<file path="src/rtl/norz_pkg.sv">
// Shared constants and types for the XOTR instruction-group sequencer.
package norz_pkg;

  localparam int XPT_W = 5;
  localparam int SRC_W = 8;

  typedef enum logic {
    FETCH = 1'b0,
    EXEC  = 1'b1
  } state_t;

  // Phase-counter control; the counter applies clear > hold > inc.
  typedef struct packed {
    logic clear;
    logic hold;
    logic inc;
  } xpt_ctl_t;

endpackage

</file>
<file path="src/rtl/xotr_phase_sequencer_xpt_counter.sv">
// Phase timer with clear/hold/increment control, a registered complement output
// and a terminal-count flag. Shared by the instruction-group sequencers.
module xpt_counter
  import norz_pkg::*;
#(
  parameter int W = XPT_W
) (
  input  logic         clock,
  input  logic         reset,
  input  xpt_ctl_t     ctl,
  output logic [W-1:0] xpt,
  output logic [W-1:0] not_xpt,
  output logic         tc
);

  logic [W-1:0] xpt_inc;

  assign xpt_inc = xpt + 1'b1;
  assign tc      = &xpt;

  // The complement is loaded on the same edge as the count, so it never lags.
  always_ff @(posedge clock) begin
    if (reset || ctl.clear) begin
      xpt     <= '0;
      not_xpt <= '1;
    end else if (ctl.hold) begin
      xpt     <= xpt;
      not_xpt <= not_xpt;
    end else if (ctl.inc) begin
      xpt     <= xpt_inc;
      not_xpt <= ~xpt_inc;
    end
  end

endmodule

</file>
<file path="src/rtl/xotr_phase_sequencer.sv">
// FETCH/EXEC sequencer for the XOTR opcode group: latches the opcode, runs XPT.
// Optional XOTR_WATCHDOG_EN forces a return to FETCH when XPT would wrap past 31.
module xotr_phase_sequencer #(
  parameter int XPT_W = 5,
  parameter int SRC_W = 8
) (
  input  logic             clock,
  input  logic             reset,
  input  logic             op_valid,
  input  logic [SRC_W-1:0] op_byte,
  input  logic             is_xotr,
  input  logic             mem_wait,
  input  logic             PR_Reset_XPT,
  input  logic             P2_Set_CM1,
  input  logic             P2_Reset_XOTR,
  output logic             enable,
  output logic [XPT_W-1:0] XPT,
  output logic [XPT_W-1:0] notXPT,
  output logic [SRC_W-1:0] Source,
  output logic [SRC_W-1:0] notSource,
  output logic             CM1,
  output logic             wdt_error
);
  import norz_pkg::*;

  state_t   state_q, state_d;
  xpt_ctl_t cnt_ctl;
  logic     src_ld;
  logic     wdt_fire;
  logic     xpt_tc;

  xpt_counter #(.W(XPT_W)) u_xpt (
    .clock   (clock),
    .reset   (reset),
    .ctl     (cnt_ctl),
    .xpt     (XPT),
    .not_xpt (notXPT),
    .tc      (xpt_tc)
  );

  always_comb begin
    state_d  = state_q;
    cnt_ctl  = '0;
    src_ld   = 1'b0;
    wdt_fire = 1'b0;
    case (state_q)
      FETCH: begin
        cnt_ctl.clear = 1'b1;
        if (op_valid && is_xotr) begin
          src_ld  = 1'b1;
          state_d = EXEC;
        end
      end
      EXEC: begin
        if (PR_Reset_XPT)  cnt_ctl.clear = 1'b1;
        else if (mem_wait) cnt_ctl.hold  = 1'b1;
        else begin
`ifdef XOTR_WATCHDOG_EN
          if (xpt_tc) begin
            wdt_fire      = 1'b1;
            cnt_ctl.clear = 1'b1;
            state_d       = FETCH;
          end else begin
            cnt_ctl.inc = 1'b1;
          end
`else
          cnt_ctl.inc = 1'b1;
`endif
        end
        // Either end pulse leaves EXEC; XPT returns to 0 so FETCH sees it cleared.
        if (P2_Set_CM1 || P2_Reset_XOTR) begin
          state_d       = FETCH;
          cnt_ctl.clear = 1'b1;
        end
      end
      default: state_d = FETCH;
    endcase
  end

`ifndef XOTR_WATCHDOG_EN
  logic unused_tc;
  assign unused_tc = xpt_tc;
`endif

  always_ff @(posedge clock) begin
    if (reset) begin
      state_q   <= FETCH;
      Source    <= '0;
      notSource <= '1;
      CM1       <= 1'b1;
      enable    <= 1'b0;
      wdt_error <= 1'b0;
    end else begin
      state_q   <= state_d;
      if (src_ld) begin
        Source    <= op_byte;
        notSource <= ~op_byte;
      end
      CM1       <= (state_d == FETCH);
      enable    <= (state_d == EXEC);
      wdt_error <= wdt_fire;
    end
  end

endmodule

</file>
<file path="config.mk">
export PLATFORM = sky130hd
export DESIGN_NAME = xotr_phase_sequencer
export DESIGN_NICKNAME = d
export VERILOG_FILES = /design/src/rtl/norz_pkg.sv /design/src/rtl/xotr_phase_sequencer_xpt_counter.sv /design/src/rtl/xotr_phase_sequencer.sv
export SDC_FILE = /design/constraint.sdc
export NUM_CORES = 1
export LEC_CHECK = 0
export ABC_CLOCK_PERIOD_IN_PS = 1800
export CORE_UTILIZATION = 39
export CTS_CLUSTER_SIZE = 20
export DETAILED_ROUTE_END_ITERATION = 8
export PLACE_DENSITY = 0.74
export RECOVER_POWER = 25
export SYNTH_ARGS = -nofsm -noshare
export SYNTH_HDL_FRONTEND = slang
export SYNTH_HIERARCHICAL = 1
export SYNTH_SLANG_ARGS = --single-unit
</file>
<file path="constraint.sdc">
create_clock -name clock -period 1.8 [get_ports clock]
set_input_delay 0.54 -clock clock [delete_from_list [all_inputs] [get_ports clock]]
set_output_delay 0.54 -clock clock [all_outputs]
set_load 0.01 [all_outputs]
</file>
==> metrics.yaml <==
grt_pass1_vias: 974
root_buffer: "clkbuf_4"
ys_types: 34
setup_viol: 0
power.total_w: 0.00106
syn_area_per_cell_sq_um: 10.4
antenna_found_initial: 0
min_to: "Source[0]"
end_kind: "register"
utilization: 0.601
fin_crit_sh: 0.986
min_path_cells: 2
synth.area.top_cells: "dfxtp_1 46%, nand2b_1 9.2%, mux2i_1 6.5%, mux2_2 5.5%, or2_1 4.1%"
final_cell_mix: "22 x clkdlybuf4s50_1, 21 x dfxtp_1, 18 x nand2b_1, 15 x dlymetal6s2s_1"
rows: 20
die_h_microns: 58.1
netlist_instances: 118
crit_family: "simple AND/OR/NAND/NOR gates"
synthSimpleGateAreaFrac: 0.255
finalHoldViolations: 0
layout_commonest_cell: "clkdlybuf4s50_1"
avgRoutedWirePerCell_microns: 12.6
status: "completed"
r2r-start: "state_q"
r2r_cells: 4
vias_per_cell: 4.72
initial_core_util: 0.406
path_cells: "clkdlybuf4s50_1 > or4b_4 > or2_4 > a21oi_2 > o21ai_1"
htreeDepth: 1
final.setup_skew_ns: 0.00252
min-delay-start: "Source[0]"
placed_cell_area_sq_mm: 0.00174
ctsHoldBuffers: 0
startpoint_type: "primary input"
r2r_setup_slack_ns: 0.38
slowest_delay_ns: 0.55
dieArea_sq_mm: 0.00338
route.detailed.drc: 0
path_buf_inv: 1
path_class: "primary input to register"
gr-total-overflow: 0
antenna_cells: 0
die_w_microns: 58.1
grt_pass1_wl_mm: 4.33
synth_compound_gate_area_share: 0.0611
nFillCells: 274
io_pins: 45
final_area_sq_mm: 0.00182
wirelength_mm: 2.65
synth_top_family_by_area: "simple AND/OR/NAND/NOR gates"
hold_path_class: "register to register"
fin_nets: 186
layout-drive-gt1-share: 0.199
cp_max_fo: 7
yosysWarnings: 6
synth.area.mux_share: 0.145
dr.pass1.iters: 4
cp_data_arrival_time_ns: 2.01
yosysTopAreaCellShare: 0.456
power_density_mw_per_mm2: 584
hpwl_mm: 1.93
finalMaxSlewViolations: 0
ant_nets: 0
synth_xor_area_frac: 0.0285
whs_ns: 0.485
vdd_drop_max_mv: 0.378
globalplace.congestion: 0.793
p_leak_nw: 0.834
clk_pin_slew_ns: 0.14
vias: 991
period_minus_slack_ns: 1.78
cts_tree: "done"
clockBufferDepth: 2
drt_iter0_drc: 22
synth-edff-count: 0
cp_slowest_cell: "or4b_4"
clock_sinks: 28
syn_area_sq_mm: 0.00123
fmax_ghz: 0.563
syn_to_final_growth_pct: 48.2
r2r_end: "u_xpt/not_xpt[3]"
ys_seq_elements: 28
cts_made_buffers: 3
worstPathRequired_ns: 2.03
yosys.area_share.adder: 0.0204
clkLatencyLatePin_ns: 0.32
rsz0062_at_grt: "false"
yosys.area.top_type: "dfxtp_1"
yosysSeqAreaShare: 0.456
core_region_area_sq_mm: 0.00303
syn-num-nets: 136
portBuffers: 43
cap_violations: 0
async_reset_ff_frac: 0
grt_max_degree: 29
grt_util_all_layers: 0.165
synth_flop_cell: "dfxtp_1"
## synthesized netlist by cell type (2+ instances only)
cell,count
a21oi_1,4
buf_4,2
clkbuf_1,2
dfxtp_1,28
ha_1,2
mux2_2,6
mux2_4,2
mux2i_1,8
nand2_1,6
nand2b_1,18
nor2_1,5
nor3b_1,2
o211ai_1,2
o21ai_1,2
or2_1,8
xnor2_1,2
xor2_1,2
## flip-flops by register name, indices dropped and copies added (netlist names)
register       count
state_q            1
Source             8
notSource          8
u_xpt/not_xpt      5
CM1                1
u_xpt/xpt          5
## report_power, final
group	leakage, nW	switching, W	internal, W
Combinational	0.589	0.0000595	0.000102
Clock	0.0138	0.000177	0.0000785
Sequential	0.232	0.0000103	0.000636
## how the worst max path moves through the flow
stage	end	from	slack, ns	cells past startpoint
6_report	u_xpt/not_xpt[3]	PR_Reset_XPT	0.02	5
5_1_grt	notSource[6]	notSource[6]	0.00009	1
4_1_cts	XPT[1]	u_xpt/xpt[1]	0.004	1
3_5_place_dp	u_xpt/not_xpt[3]	PR_Reset_XPT	-0.51	5
3_3_place_gp	u_xpt/not_xpt[3]	PR_Reset_XPT	-0.41	5
2_1_floorplan	u_xpt/not_xpt[3]	PR_Reset_XPT	0.09	5
## metrics by stage
| stage | worst slack (ns) | setup TNS, ns | cells |
|---|---|---|---|
| after floorplan | 0.0945 | 0 | 118 |
| after global placement | -0.409 | -2.99 | 206 |
| after detailed placement | -0.510 | -3.65 | 206 |
| after CTS | 0.00411 | 0 | 209 |
| after global routing | 0.0000872 | 0 | 210 |
| final | 0.0245 | 0 | 210 |
## cell type report
cell class	instances	area, sq um	share of cell area
Clock buffer	3	22.5	0.0124
Multi-Input combinational cell	84	627	0.344
Sequential cell	28	579	0.318
Tap cell	44	55.1	0.0302
Timing Repair Buffer	51	537	0.295
## cell families after synthesis
group	after synthesis
AND/OR/NAND/NOR	49
AO/OA/AOI/OAI	12
multiplexers	16
adder cells (fa/ha/maj)	2
flip-flops	28
other	1
buffers and inverters	6
XOR/XNOR	4
## worst min-delay path, stage by stage (launching register included)
cell and delay (ns):
dfxtp_1 0.34, nand2b_1 0.06, mux2i_1 0.06
## timing repair
item,CTS,global route
endpoints found under the setup margin,10,18
pin swaps,1,0
buffers inserted,0,1
resized for setup,16,19
## metal layers
| layer | track usage | routed length, microns | vias up |
|---|---|---|---|
| met1 | 0.201 | 1120 | 457 |
| li1 | - | - | 488 |
| met5 | 0 | 0 | - |
| met3 | 0.0469 | 217 | 5 |
| met4 | 0.0510 | 32 | 0 |
| met2 | 0.281 | 1280 | 41 |
Note: power is estimated with default switching activity, not from simulation.
